### config.mk
export PLATFORM = sky130hd
export DESIGN_NAME = int_to_ieee754_seq_flat
export DESIGN_NICKNAME = d
export VERILOG_FILES = /design/src/rtl/int_to_ieee754_seq_if.sv /design/src/rtl/int_to_ieee754_seq.sv /design/src/flat_wrapper.sv
export SDC_FILE = /design/constraint.sdc
export NUM_CORES = 1
export LEC_CHECK = 0
export CAP_MARGIN = 20
export CORE_MARGIN = 2
export CORE_UTILIZATION = 45
export DETAILED_ROUTE_END_ITERATION = 12
export GPL_ROUTABILITY_DRIVEN = 1
export PLACE_DENSITY = 0.68
export SETUP_SLACK_MARGIN = 0.5
export SYNTH_ARGS = -nofsm -noshare
export SYNTH_HDL_FRONTEND = slang
export SYNTH_SLANG_ARGS = --single-unit
export TNS_END_PERCENT = 5
### constraint.sdc
create_clock -name clk -period 6.8 [get_ports clk]
set_input_delay 1.36 -clock clk [delete_from_list [all_inputs] [get_ports clk]]
set_output_delay 1.36 -clock clk [all_outputs]
set_load 0.01 [all_outputs]
### src/rtl/int_to_ieee754_seq_if.sv
// Stream handshake bundle for the integer-to-float converter: operand in, IEEE-754 single out.
// The master side drives operands and out_ready; the slave side is the converter.
interface int_to_ieee754_seq_if #(
    parameter int WIDTH = 32
);
    logic             in_valid;
    logic             in_ready;
    logic [WIDTH-1:0] int_in;
    logic             out_valid;
    logic             out_ready;
    logic [31:0]      ieee754;
    logic             inexact;

    modport master (
        output in_valid, int_in, out_ready,
        input  in_ready, out_valid, ieee754, inexact
    );

    modport slave (
        input  in_valid, int_in, out_ready,
        output in_ready, out_valid, ieee754, inexact
    );
endinterface

### src/rtl/int_to_ieee754_seq.sv
// Signed integer -> IEEE-754 single, one normalising shift per cycle; ROUND_NEAREST_EN selects RNE over truncation.
// Latency k+2 edges after accept (k = leading zeros), zero done on the accept edge; result held until out_ready, one op in flight.
module int_to_ieee754_seq #(
    parameter int WIDTH = 32
) (
    input  logic                  clk,
    input  logic                  reset,
    int_to_ieee754_seq_if.slave   bus
);
    typedef enum logic [1:0] {IDLE, NORM, ROUND, DONE} state_t;

    localparam logic [7:0] EXP_INIT = 8'(126 + WIDTH);
    localparam int         EXT_W    = WIDTH + 22;

    state_t           state;
    state_t           state_nxt;
    logic             sign;
    logic [WIDTH-1:0] mag;
    logic [WIDTH-1:0] mag_in;
    logic [7:0]       exp_q;
    logic [31:0]      ieee_q;
    logic             inexact_q;

    logic [EXT_W-1:0] ext;
    logic [22:0]      frac_t;
    logic [WIDTH-2:0] disc;
    logic             round_inc;
    logic [23:0]      frac_sum;
    logic [22:0]      frac_r;
    logic [7:0]       exp_r;

    // Negating the most negative value wraps back to 2^(WIDTH-1), which is the correct magnitude.
    assign mag_in = bus.int_in[WIDTH-1] ? (~bus.int_in + WIDTH'(1)) : bus.int_in;

    always_comb begin
        ext    = {mag[WIDTH-2:0], 23'd0};
        frac_t = ext[EXT_W-1 -: 23];
        disc   = ext[WIDTH-2:0];
`ifdef ROUND_NEAREST_EN
        round_inc = disc[WIDTH-2] & ((|disc[WIDTH-3:0]) | frac_t[0]);
`else
        round_inc = 1'b0;
`endif
        // A carry out of the fraction leaves its low 23 bits at zero and bumps the exponent.
        frac_sum = {1'b0, frac_t} + {23'd0, round_inc};
        frac_r   = frac_sum[22:0];
        exp_r    = exp_q + {7'd0, frac_sum[23]};
    end

    always_ff @(posedge clk or posedge reset) begin
        if (reset) begin
            state <= IDLE;
        end else begin
            state <= state_nxt;
        end
    end

    always_comb begin
        state_nxt = state;
        case (state)
            IDLE:    if (bus.in_valid) state_nxt = (mag_in == '0) ? DONE : NORM;
            NORM:    if (mag[WIDTH-1]) state_nxt = ROUND;
            ROUND:   state_nxt = DONE;
            DONE:    if (bus.out_ready) state_nxt = IDLE;
            default: state_nxt = IDLE;
        endcase
    end

    always_ff @(posedge clk or posedge reset) begin
        if (reset) begin
            sign      <= 1'b0;
            mag       <= '0;
            exp_q     <= 8'd0;
            ieee_q    <= 32'd0;
            inexact_q <= 1'b0;
        end else begin
            case (state)
                IDLE: begin
                    if (bus.in_valid) begin
                        sign  <= bus.int_in[WIDTH-1];
                        mag   <= mag_in;
                        exp_q <= EXP_INIT;
                        if (mag_in == '0) begin
                            ieee_q    <= 32'd0;
                            inexact_q <= 1'b0;
                        end
                    end
                end
                NORM: begin
                    if (!mag[WIDTH-1]) begin
                        mag   <= {mag[WIDTH-2:0], 1'b0};
                        exp_q <= exp_q - 8'd1;
                    end
                end
                ROUND: begin
                    ieee_q    <= {sign, exp_r, frac_r};
                    inexact_q <= |disc;
                end
                default: ;
            endcase
        end
    end

    assign bus.in_ready  = (state == IDLE);
    assign bus.out_valid = (state == DONE);
    assign bus.ieee754   = ieee_q;
    assign bus.inexact   = inexact_q;
endmodule

### src/flat_wrapper.sv
// flat-port wrapper written by rule: the top's interface ports become plain ports
module int_to_ieee754_seq_flat 
#(
    parameter int WIDTH = 32
)
  (clk, reset, bus_in_valid, bus_int_in, bus_out_ready, bus_in_ready, bus_out_valid, bus_ieee754, bus_inexact);
  int_to_ieee754_seq_if #(.WIDTH(WIDTH)) bus_i ();
  input  logic clk;
  input  logic reset;
  input wire logic [$bits(bus_i.in_valid)-1:0] bus_in_valid;
  input wire logic [$bits(bus_i.int_in)-1:0] bus_int_in;
  input wire logic [$bits(bus_i.out_ready)-1:0] bus_out_ready;
  output wire logic [$bits(bus_i.in_ready)-1:0] bus_in_ready;
  output wire logic [$bits(bus_i.out_valid)-1:0] bus_out_valid;
  output wire logic [$bits(bus_i.ieee754)-1:0] bus_ieee754;
  output wire logic [$bits(bus_i.inexact)-1:0] bus_inexact;
  assign bus_i.in_valid = bus_in_valid;
  assign bus_i.int_in = bus_int_in;
  assign bus_i.out_ready = bus_out_ready;
  assign bus_in_ready = bus_i.in_ready;
  assign bus_out_valid = bus_i.out_valid;
  assign bus_ieee754 = bus_i.ieee754;
  assign bus_inexact = bus_i.inexact;
  int_to_ieee754_seq #(.WIDTH(WIDTH)) u_core (.clk(clk), .reset(reset), .bus(bus_i));
endmodule
### Yosys cells after proc, flatten, opt, wreduce, memory -nomap -nowiden

Cells that the tools add are included.

| storage, ports and cells | value |
|---|---|
| word-level logic and storage cells | 46 |
| output and inout port bits | 35 |
| bits in writable memories | 0 |
| memory bits (read-only) | 0 |
| latch bits | 0 |
| flip-flop bits (word level) | 76 |
| memories | 0 |

| cells by class | value |
|---|---|
| $mul | 0 |
| add/subtract/negate cells | 2 |
| eq/ne operators | 8 |
| reduce and logical (&&, ||, !) cells | 10 |
| divide/modulo/power cells | 0 |
| bitwise logic cells | 1 |
| order comparisons | 0 |
| shifts and indexed selects | 0 |
| mux-type cells | 18 |

Operators with widths:

| operator | number |
|---|---|
| $mux W32 | 5 |
| $pmux W32 S2 | 2 |
| $add A32 B1 Y32 const B | 1 |
| $logic_not A32 Y1 | 1 |
| $not A32 Y32 | 1 |
| $mux W8 | 2 |
| $pmux W8 S2 | 1 |
| $reduce_and A3 Y1 | 3 |
| $mux W2 | 4 |
| $pmux W2 S4 | 1 |
| $reduce_or A8 Y1 | 1 |
| $sub A8 B1 Y8 const B | 1 |
| $ne A2 B2 Y1 const B | 3 |
| $eq A2 B2 Y1 const B | 2 |
| $ne A2 B1 Y1 const B | 2 |
| $reduce_and A2 Y1 | 2 |
| $reduce_bool A2 Y1 | 2 |
| $eq A2 B1 Y1 const B | 1 |
| $logic_not A2 Y1 | 1 |
| $mux W1 | 2 |
| $pmux W1 S2 | 1 |

### Logic depth before layout (Yosys ltp)

Gate-level depths: netlist of run 1.

| depth | value |
|---|---|
| depth in word-level cells | 7 |
| depth in mapped cells | 11 |
| depth with buffers taken out | 10 |

### Least setup slack after synthesis of run 1

OpenSTA, ideal clock, no wires.

| path | value |
|---|---|
| path kind | input port to flip-flop |
| from | input port bus_int_in[0] |
| to | register u_core.ieee_q[10] (netlist: u_core.bus.ieee754[10]) |
| stages on the path | 11 |
| buffers on the path | 1 |
| path slack | 2.597 ns |
| arrival time | 4.128 ns |
| setup time | 0.075 ns |
| path through | inv_1 ha_1 nor4b_4 nand3_4 o41ai_4 xor2_1 nand3_1 or4_4 o41ai_4 buf_6 o2bb2ai_2 |

| on the way | value |
|---|---|
| cells in the longest elaborated chain, start to end | 6 |

Ends and longest elaborated chain:

| what | line | text |
|---|---|---|
| start, declared | flat_wrapper.sv:11 | `input wire logic [$bits(bus_i.int_in)-1:0] bus_int_in;` |
| $not A32 Y32 | int_to_ieee754_seq.sv:33 | `assign mag_in = bus.int_in[WIDTH-1] ? (~bus.int_in + WIDTH'(1)) : bus.int_in;` |
| $add A32 B1 Y32 | int_to_ieee754_seq.sv:33 |  |
| $mux W32 (*) | int_to_ieee754_seq.sv:33 |  |
| $logic_not A32 Y1 (*) | int_to_ieee754_seq.sv:83 | `if (mag_in == '0) begin` |
| $ne A2 B1 Y1 (no source line) (*) | - |  |
| $reduce_and A3 Y1 (no source line) (*) | - |  |
| end signal, assigned | int_to_ieee754_seq.sv:96 | `ieee_q <= {sign, exp_r, frac_r};` |
| end, declared | int_to_ieee754_seq.sv:21 | `logic [31:0] ieee_q;` |

Every way passes the cells marked *; elsewhere a longest branch is shown, timed or not.
A chain may end at the register's enable or synchronous reset.

### Worst setup path in the final report of run 1

| path | value |
|---|---|
| from | input port bus_int_in[0] |
| to | register u_core.inexact_q (netlist: u_core.bus.inexact) |

| on the way | value |
|---|---|
| cells in the longest elaborated chain, start to end | 6 |

Ends and longest elaborated chain:

| what | line | text |
|---|---|---|
| $not A32 Y32 | int_to_ieee754_seq.sv:33 |  |
| $add A32 B1 Y32 | int_to_ieee754_seq.sv:33 |  |
| $mux W32 (*) | int_to_ieee754_seq.sv:33 |  |
| $logic_not A32 Y1 (*) | int_to_ieee754_seq.sv:83 |  |
| $ne A2 B1 Y1 (no source line) (*) | - |  |
| $reduce_and A3 Y1 (no source line) (*) | - |  |
| end signal, assigned | int_to_ieee754_seq.sv:97 | `inexact_q <= \|disc;` |
| end, declared | int_to_ieee754_seq.sv:22 | `logic inexact_q;` |

Marks and branches as above.

==> run metrics, run 1 <==
run status completed; post-layout net count 613; fin crit period 5.123 ns; GPL Wtd Cong 0.9343; DRT Pass-1 Iters 4; detailed-route wire length per cell 16.74 um; Cell Int Power 1261 uW; Combinational Power Share 47.8%; setup repair after global routing missed its margin false; number of design-rule violations left by the first detailed-router iteration 211; cells after synthesis 520; core region area 0.01037 sq mm; maximum level of the CTS H-tree 3; CP Class in2reg; pins over their slew limit 0; wire length of the first global-routing pass 19,420 um; Hold Path Class reg2reg; Adder-Cell Fraction of Synth Area 1.822%; count of buffer and inverter cells on the critical path 3; fraction of synthesized cell area in xor and xnor cells 6.379%; compound-gate portion of the synthesized area 26.56%; number of max-cap violations 0; largest cells by area after synthesis sky130_fd_sc_hd__dfrtp_1 40%, sky130_fd_sc_hd__o2bb2ai_2 9.4%, sky130_fd_sc_hd__nand2_1 6.2%; total setup violations reported at the end of the flow 0; initial antenna violation count 0; net count after synthesis 563; Post-Synth Simple-Gate Area 20.39%; power per standard cell area 378.5 mW/mm^2; largest family of logic cells by synthesized area compound AO/OA/AOI/OAI gates; Net Sw Power 912.8 uW; chip height 107.3 um; share of synthesized flip-flops with an asynchronous set or reset 100.0%; via density per instance 5.786; most common library cell in the layout ignoring fill and taps sky130_fd_sc_hd__nand2_1; Worst Hold Slack 0.5008 ns; Max clock buf depth 2; count of yosys warnings during synthesis 0; accumulated negative setup slack 0 ns; share of the synthesized area in the top cell type 39.57%; cell type with the highest aggregate area in the netlist sky130_fd_sc_hd__dfrtp_1; highest cell delay on the worst timing path 0.57 ns; width of the die 107.3 um; Final HPWL DP 8684 um; part of the total power dissipated in the clock network 15.8%; count of final hold-check violations 0; fmax 0.1952 GHz; Worst Path Required 7.08 ns; register area share after synthesis 39.57%; port buffer count 70; starting density of the core 46.34%; number of synthesized register bits 76; count of antenna-violating nets left after detailed routing 0; Rows 37; share of cell area taken by muxes after synthesis 0.4426%; diodes inserted 0; worst reg-to-reg setup slack 3.41 ns; sum of overflow across all layers after global routing 0; element type at the critical path end register; total vias in the final route 4,108; Post-CTS Hold Fix Bufs 0; transition time at the pin with the least slew margin 1.026 ns; final wirelength 11,890 um; Critical Path Source Type primary input; Slowest cell on crit path sky130_fd_sc_hd__or4_4; Crit Path Max Fanout 33; top library cells by usage in the layout, fill and taps aside 80 x sky130_fd_sc_hd__nand2_1, 76 x sky130_fd_sc_hd__dfrtp_1, 70 x sky130_fd_sc_hd__clkdlybuf4s50_1; worst slew slack as a fraction of its limit 31.55%; share of the clock period used by the worst path after layout 75.34%; WP data arrival 5.40 ns; final cell area excluding filler cells 0.005744 sq mm; number of instances resized during post-cts repair 0; standby leakage power 0.002331 uW; crit-path most repeated cell sky130_fd_sc_hd__o41ai_4; area after detailed placement 0.005555 sq mm; number of buffers created by CTS 9; fraction of final layout cells sized beyond drive strength 1 12.37%; total I/O pin count 71; full die area 0.01152 sq mm; Fillers 976; Max VDD drop 0.1580 mV; number of global-route vias before repair 3,866; number of synthesized flops with an enable pin 0; DRC Markers 0; combined area of all synthesized cells 0.004806 sq mm; number of library cell types mapped by synthesis 62; Area growth syn-to-layout 19.53%; clock tree root driver cell sky130_fd_sc_hd__clkbuf_8; ordered cell list for the critical path clkdlybuf4s50_1 > inv_1 > ha_1 > nor4b_4 > nand3_4 > o41ai_4 > xor2_1 > nand3_1 > or4_4 > o41ai_4 > buf_4 > o2bb2ai_1; buffers inserted by post-CTS timing repair 0; mean area per synthesized cell 9.242 sq um; clock network latency to the later pin of the worst-skew pair 0.35 ns; kind of cell adding the most delay to the critical path simple AND/OR/NAND/NOR gates; overall power 2174 uW; maximum number of pins on one net before global-route repair 77; clock sinks 76; fraction of power spent switching nets 41.98%; GRT Resource Usage Total 21.48%; fraction of power consumed by sequential logic 36.4%; Worst Skew 0.01269 ns; clock-pin slew on the worst setup and hold paths 0.08 ns; top flip-flop cell by instance count after synthesis sky130_fd_sc_hd__dfrtp_1; clock tree from TritonCTS done
## power groups by stage
stage | Clock, uW | Sequential, uW | Combinational, uW
3_3_place_gp | 0 | 792 | 1010
4_1_cts | 351 | 793 | 1040
2_1_floorplan | 0 | 800 | 697
5_1_grt | 368 | 819 | 1150
6_report | 344 | 791 | 1040
3_5_place_dp | 0 | 802 | 1040
## flip-flops by register name, summed over array words and instances (netlist names)
name	flops
u_core.bus.ieee754	32
u_core.bus.inexact	1
u_core.exp_q	8
u_core.mag	32
u_core.sign	1
u_core.state	2
## cells by family after synthesis
kind of cell,after synthesis
and+or+nand+nor,197
AOI/OAI and AO/OA,151
DFF,76
buffers and inverters,52
xor gates and xnor gates,35
adders and majority gates,7
muxes,2
## layout make-up
class | count | area (sq um) | area share (%)
clock buffer | 9 | 123.9 | 2.156
sequential | 76 | 1902 | 33.11
inverter | 13 | 48.80 | 0.8495
clock inverter | 6 | 65.06 | 1.133
multi-input combinational | 392 | 2674 | 46.55
tap | 136 | 170.2 | 2.962
timing repair buffer | 78 | 760.7 | 13.24
## cell usage after synthesis, drive strengths merged (3+ instances only)
master / n
nand2: 81
dfrtp: 76
nor2: 48
o21ai: 41
o2bb2ai: 34
clkbuf: 29
a31oi: 28
xor2: 20
xnor2: 15
inv: 12
nor4: 11
buf: 10
nand3: 10
nor3: 10
a21oi: 9
ha: 7
nand2b: 7
o41ai: 7
o31ai: 6
or3: 6
or4: 5
and3: 4
nand4: 4
a211oi: 3
a21o: 3
nor2b: 3
## per-layer routing
layer,vias up,track usage (%),routed length (um)
li1,1978,-,-
met1,2006,28.56,5365
met2,105,34.76,5710
met3,19,3.753,531
met4,0,8.700,280
met5,-,0,0
## through the flow
step	utilization (%)	setup slack [ns]	std cells
6_report	55.39	1.677	710
5_1_grt	55.39	1.525	710
4_1_cts	55.39	1.741	710
3_5_place_dp	53.57	1.383	695
3_3_place_gp	53.57	1.377	695
2_1_floorplan	-	2.597	520
## path summary, 6_finish.rpt
check                                             from                            endpoint  cells past startpoint
setup / recovery                         bus_int_in[0]      u_core.bus.inexact$_DFFE_PP0P_                     12
hold / removal              u_core.mag[30]$_DFFE_PP0P_  u_core.bus.ieee754[22]$_DFFE_PP0P_                      1
setup reg to reg           u_core.state[1]$_DFFE_PP0P_         u_core.exp_q[7]$_DFFE_PP0P_                     10
hold reg to reg             u_core.mag[30]$_DFFE_PP0P_  u_core.bus.ieee754[22]$_DFFE_PP0P_                      1
max in group asynchronous                        reset          u_core.mag[19]$_DFFE_PP0P_                      3
min in group asynchronous                        reset  u_core.bus.ieee754[30]$_DFFE_PP0P_                      3
Note: power is estimated with default switching activity, not from simulation.
==> run 2: changes to the inputs <==
clock period = 5 ns   (was 6.8 ns; I/O delays follow)
==> run metrics, run 2 (synthesis results as in run 1) <==
element type at the critical path end register; total I/O pin count 71; clock sinks 76; GPL Wtd Cong 0.9313; detailed-route wire length per cell 17.25 um; final wirelength 12,350 um; fin crit period 4.321 ns; total vias in the final route 4,183; pre-CTS WS 0.2941 ns; maximum number of pins on one net before global-route repair 70; worst reg-to-reg setup slack 2.11 ns; DRT Pass-1 Iters 5; wire length of the first global-routing pass 19,850 um; Critical Path Source Type primary input; GRT met1 Usage 29.79%; Worst Path Required 5.27 ns; chip height 107.3 um; GR Util met3 3.390%; part of the total power dissipated in the clock network 17.3%; most common library cell in the layout ignoring fill and taps sky130_fd_sc_hd__nand2_1; accumulated negative setup slack 0 ns; CP Class in2reg; total setup violations reported at the end of the flow 0; maximum level of the CTS H-tree 3; count of final hold-check violations 0; global routing's busiest layer met2; post-layout net count 619; Combinational Power Share 47.6%; fraction of power consumed by sequential logic 35.1%; Worst Skew 0.01383 ns; Net Sw Power 1249 uW; Hold Path Class reg2reg; number of buffers created by CTS 9; share of the clock period used by the worst path after layout 86.43%; Cell Int Power 1831 uW; met2 routing resource usage after global routing 35.40%; Final HPWL DP 8891 um; starting density of the core 46.34%; transition time at the pin with the least slew margin 1.038 ns; Cell Count Post-Placement 697; full die area 0.01152 sq mm; Fillers 940; number of instances on the worst hold path 1; clock tree root driver cell sky130_fd_sc_hd__clkbuf_8; endpoint of the lowest-slack register-to-register path u_core.bus.ieee754[12]$_DFFE_PP0P_; number of global-route vias before repair 3,984; number of max-cap violations 0; Max VDD drop 0.2565 mV; fraction of power spent switching nets 40.56%; final setup margin 0.6786 ns; number of design-rule violations left by the first detailed-router iteration 216; setup repair after global routing missed its margin false; clock tree from TritonCTS done; via density per instance 5.842; Crit Path Max Fanout 16; WP data arrival 4.59 ns; GRT Resource Usage Total 21.70%; top library cells by usage in the layout, fill and taps aside 80 x sky130_fd_sc_hd__nand2_1, 76 x sky130_fd_sc_hd__dfrtp_1, 70 x sky130_fd_sc_hd__clkdlybuf4s50_1; final cell utilization of the core 56.54%; fraction of final layout cells sized beyond drive strength 1 13.10%; clock network latency to the later pin of the worst-skew pair 0.34 ns; width of the die 107.3 um; fmax 0.2314 GHz; core region area 0.01037 sq mm; non-filler instance count after layout 716; Area growth syn-to-layout 22.00%; DRC Markers 0; endpoint with the worst hold slack u_core.bus.ieee754[22]$_DFFE_PP0P_; diodes inserted 0; Worst Hold Slack 0.5059 ns; start point of the worst min-delay path u_core.mag[30]$_DFFE_PP0P_; Max clock buf depth 2; pins over their slew limit 0; worst slew slack as a fraction of its limit 30.71%; cells on worst reg2reg path 9; Rows 37; initial antenna violation count 0; count of antenna-violating nets left after detailed routing 0; sum of overflow across all layers after global routing 0; run status completed; clock-pin slew on the worst setup and hold paths 0.08 ns; launch point of the worst reg-to-reg path u_core.state[0]$_DFFE_PP0P_; standby leakage power 0.002389 uW; port buffer count 70; power per standard cell area 525.3 mW/mm^2
==> run 2: worst max path at each step <==
| stage | endpoint | startpoint | slack (ns) | cells past startpoint |
|---|---|---|---|---|
| 5_1_grt | u_core.bus.ieee754[8]$_DFFE_PP0P_ | bus_int_in[1] | 0.48 | 13 |
| 3_3_place_gp | u_core.bus.inexact$_DFFE_PP0P_ | bus_int_in[0] | 0.45 | 12 |
| 6_report | u_core.bus.ieee754[10]$_DFFE_PP0P_ | bus_int_in[0] | 0.68 | 13 |
| 2_1_floorplan | u_core.bus.ieee754[10]$_DFFE_PP0P_ | bus_int_in[0] | 1.16 | 11 |
| 4_1_cts | u_core.bus.inexact$_DFFE_PP0P_ | bus_int_in[0] | 0.66 | 12 |
| 3_5_place_dp | u_core.bus.inexact$_DFFE_PP0P_ | bus_int_in[0] | 0.29 | 12 |
==> run 2: through the flow <==
step	total power (uW)	instance area, sq um
floorplan	2036	4806
global placement	2467	5583
detailed placement	2526	5583
CTS	3054	5807
global route	3320	5863
finish	3080	5863
==> run 2: power groups by stage <==
stage	clock network (uW)	logic (uW)	registers, uW
6_report	532	1470	1080
5_1_grt	568	1640	1120
4_1_cts	537	1430	1080
3_5_place_dp	0	1430	1090
3_3_place_gp	0	1390	1080
2_1_floorplan	0	948	1090
==> run 2: routing by layer <==
| metal | share of wire [%] | vias to the layer above |
|---|---|---|
| met3 | 6.1 | 16 |
| met4 | 1.5 | 0 |
| met2 | 48 | 154 |
| li1 | - | 1993 |
| met1 | 44 | 2020 |
| met5 | 0 | - |
==> run 2: layout make-up <==
class / instances / area, sq um / area share, %
clock buffer: 12 / 155.1 / 2.646
clock inverter: 3 / 68.82 / 1.174
inverter: 13 / 48.80 / 0.8323
multi-input combinational: 392 / 2675 / 45.63
sequential: 76 / 1902 / 32.44
tap: 136 / 170.2 / 2.902
timing repair buffer: 84 / 843.3 / 14.38
==> run 2: critical path: stages <==
cell and delay [ns]:
sky130_fd_sc_hd__clkdlybuf4s50_1 0.52, sky130_fd_sc_hd__inv_1 0.15, sky130_fd_sc_hd__ha_1 0.24, sky130_fd_sc_hd__nor4b_4 0.34
sky130_fd_sc_hd__nand4_1 0.29, sky130_fd_sc_hd__a2111oi_1 0.44, sky130_fd_sc_hd__o21ai_0 0.14, sky130_fd_sc_hd__a211oi_1 0.29
sky130_fd_sc_hd__nand4_1 0.28, sky130_fd_sc_hd__o41ai_4 0.37, sky130_fd_sc_hd__buf_4 0.19, sky130_fd_sc_hd__buf_8 0.20
sky130_fd_sc_hd__o2bb2ai_2 0.12
==> run 2: what timing repair did <==
| item | CTS | global route |
|---|---|---|
| endpoints found under the setup margin | 0 | 17 |
| buffers inserted | 0 | 2 |
| hold buffers | 0 | 0 |
| resized for setup | 0 | 3 |
==> run 3: changes to the inputs <==
CAP_MARGIN = 25   (was 20)
CORE_MARGIN = default   (was 2)
==> run metrics, run 3 (synthesis results as in run 1) <==
Max clock buf depth 2; part of the total power dissipated in the clock network 17.1%; accumulated negative setup slack 0 ns; power per standard cell area 521.3 mW/mm^2; fraction of final layout cells sized beyond drive strength 1 12.95%; transition time at the pin with the least slew margin 1.075 ns; clock-pin slew on the worst setup and hold paths 0.08 ns; number of max-cap violations 0; Worst Skew 0.009460 ns; number of buffers created by CTS 9; Critical Path Source Type primary input; Hold Path Class reg2reg; standby leakage power 0.002365 uW; clock tree root driver cell sky130_fd_sc_hd__clkbuf_8; Slowest cell on crit path sky130_fd_sc_hd__clkdlybuf4s50_1; fmax 0.2353 GHz; wire length of the first global-routing pass 19,790 um; fin crit period 4.249 ns; area after detailed placement 0.005583 sq mm; count of final hold-check violations 0; element type at the critical path end register; diodes inserted 0; clock tree from TritonCTS done; total vias in the final route 4,132; final setup margin 0.7508 ns; ordered cell list for the critical path clkdlybuf4s50_1 > inv_1 > ha_1 > nor4b_4 > nand3_4 > or3_1 > o41ai_1 > a32oi_1 > a211o_1 > o41ai_4 > buf_4 > buf_6 > o2bb2ai_1; Cell Int Power 1795 uW; final cell utilization of the core 56.49%; starting density of the core 46.55%; full die area 0.01110 sq mm; overall power 3040 uW; clock sinks 76; Combinational Power Share 47.4%; DRC Markers 0; total setup violations reported at the end of the flow 0; CP Class in2reg; chip height 105.3 um; fraction of power spent switching nets 40.96%; kind of cell adding the most delay to the critical path compound AO/OA/AOI/OAI gates; count of buffer and inverter cells on the critical path 4; top library cells by usage in the layout, fill and taps aside 80 x sky130_fd_sc_hd__nand2_1, 76 x sky130_fd_sc_hd__dfrtp_1, 70 x sky130_fd_sc_hd__clkdlybuf4s50_1; core region area 0.01032 sq mm; number of global-route vias before repair 3,922; GPL Wtd Cong 0.9207; Crit Path Max Fanout 13; Final HPWL DP 8635 um; via density per instance 5.779; pre-CTS WS 0.2455 ns; final cell area excluding filler cells 0.005832 sq mm; GRT Resource Usage Total 22.57%; FF/Latch Area 0.001902 sq mm; DRT Pass-1 Iters 5; run status completed; detailed-route wire length per cell 16.53 um; Worst Path Required 5.28 ns; maximum number of pins on one net before global-route repair 69; maximum level of the CTS H-tree 3; port buffer count 70; worst slew slack as a fraction of its limit 28.25%; Max VDD drop 0.2629 mV; fraction of power consumed by sequential logic 35.5%; Rows 37; Post-CTS Hold Fix Bufs 0; pins over their slew limit 0; total I/O pin count 71; post-layout net count 617; count of antenna-violating nets left after detailed routing 0; clock network latency to the later pin of the worst-skew pair 0.35 ns; initial antenna violation count 0; setup repair after global routing missed its margin false; WP data arrival 4.53 ns; highest cell delay on the worst timing path 0.51 ns; final wirelength 11,820 um; footprint of the multi-input gates 0.002675 sq mm; width of the die 105.3 um; share of the clock period used by the worst path after layout 84.98%; Area growth syn-to-layout 21.35%; Fillers 931; most common library cell in the layout ignoring fill and taps sky130_fd_sc_hd__nand2_1; sum of overflow across all layers after global routing 0; Net Sw Power 1245 uW; number of design-rule violations left by the first detailed-router iteration 278
## run 3: worst register-to-register path: stages, from the launching register on
cell and delay, ns:
sky130_fd_sc_hd__dfrtp_1 0.40, sky130_fd_sc_hd__inv_1 0.11, sky130_fd_sc_hd__ha_1 0.37, sky130_fd_sc_hd__and3_1 0.22
sky130_fd_sc_hd__and4_1 0.22, sky130_fd_sc_hd__nand4_1 0.11, sky130_fd_sc_hd__or4_4 0.55, sky130_fd_sc_hd__nor4_4 0.28
sky130_fd_sc_hd__buf_4 0.36, sky130_fd_sc_hd__o2bb2ai_1 0.10
## run 3: timing repair
| action | CTS | global route |
|---|---|---|
| setup endpoints to repair | 0 | 15 |
| setup buffers | 0 | 1 |
| resized for setup | 0 | 2 |
## run 3: through the flow
stage	hold WS [ns]	cells
2_1_floorplan	0.4688	520
3_3_place_gp	0.4856	697
3_5_place_dp	0.4902	697
4_1_cts	0.5073	713
5_1_grt	0.5236	715
6_report	0.5020	715
## run 3: area by class of cell
cell class	instances	share of cell area (%)
flip-flops and latches	76	32.61
multi-input cells	392	45.87
clock buffers	10	2.188
well taps	136	2.918
inverters	13	0.8367
clock inverters	6	1.523
repair buffers	82	14.05
## run 3: final timing paths
check	startpoint	endpoint	slack, ns	cells past startpoint
max	bus_int_in[0]	u_core.bus.inexact$_DFFE_PP0P_	0.75	13
min	u_core.mag[30]$_DFFE_PP0P_	u_core.bus.ieee754[22]$_DFFE_PP0P_	0.50	1
max reg2reg	u_core.state[0]$_DFFE_PP0P_	u_core.bus.ieee754[12]$_DFFE_PP0P_	2.17	9
min reg2reg	u_core.mag[30]$_DFFE_PP0P_	u_core.bus.ieee754[22]$_DFFE_PP0P_	0.50	1
max in group asynchronous	reset	u_core.mag[25]$_DFFE_PP0P_	3.29	4
min in group asynchronous	reset	u_core.bus.ieee754[29]$_DFFE_PP0P_	0.82	2
## run 3: power groups by stage
stage               clock network, uW  logic (uW)  registers, uW
global route                      559        1610           1110
floorplan                           0         948           1090
CTS                               532        1440           1080
finish                            520        1440           1080
detailed placement                  0        1440           1090
global placement                    0        1400           1080
## run 3: per-layer routing
layer  share of wire (%)  track usage [%]  up-vias
met2                  49            36.56      122
met4                 1.8            8.753        0
met1                  45            30.08     2007
met3                 4.8            3.834       13
met5                   0                0        -
li1                    -                -     1990
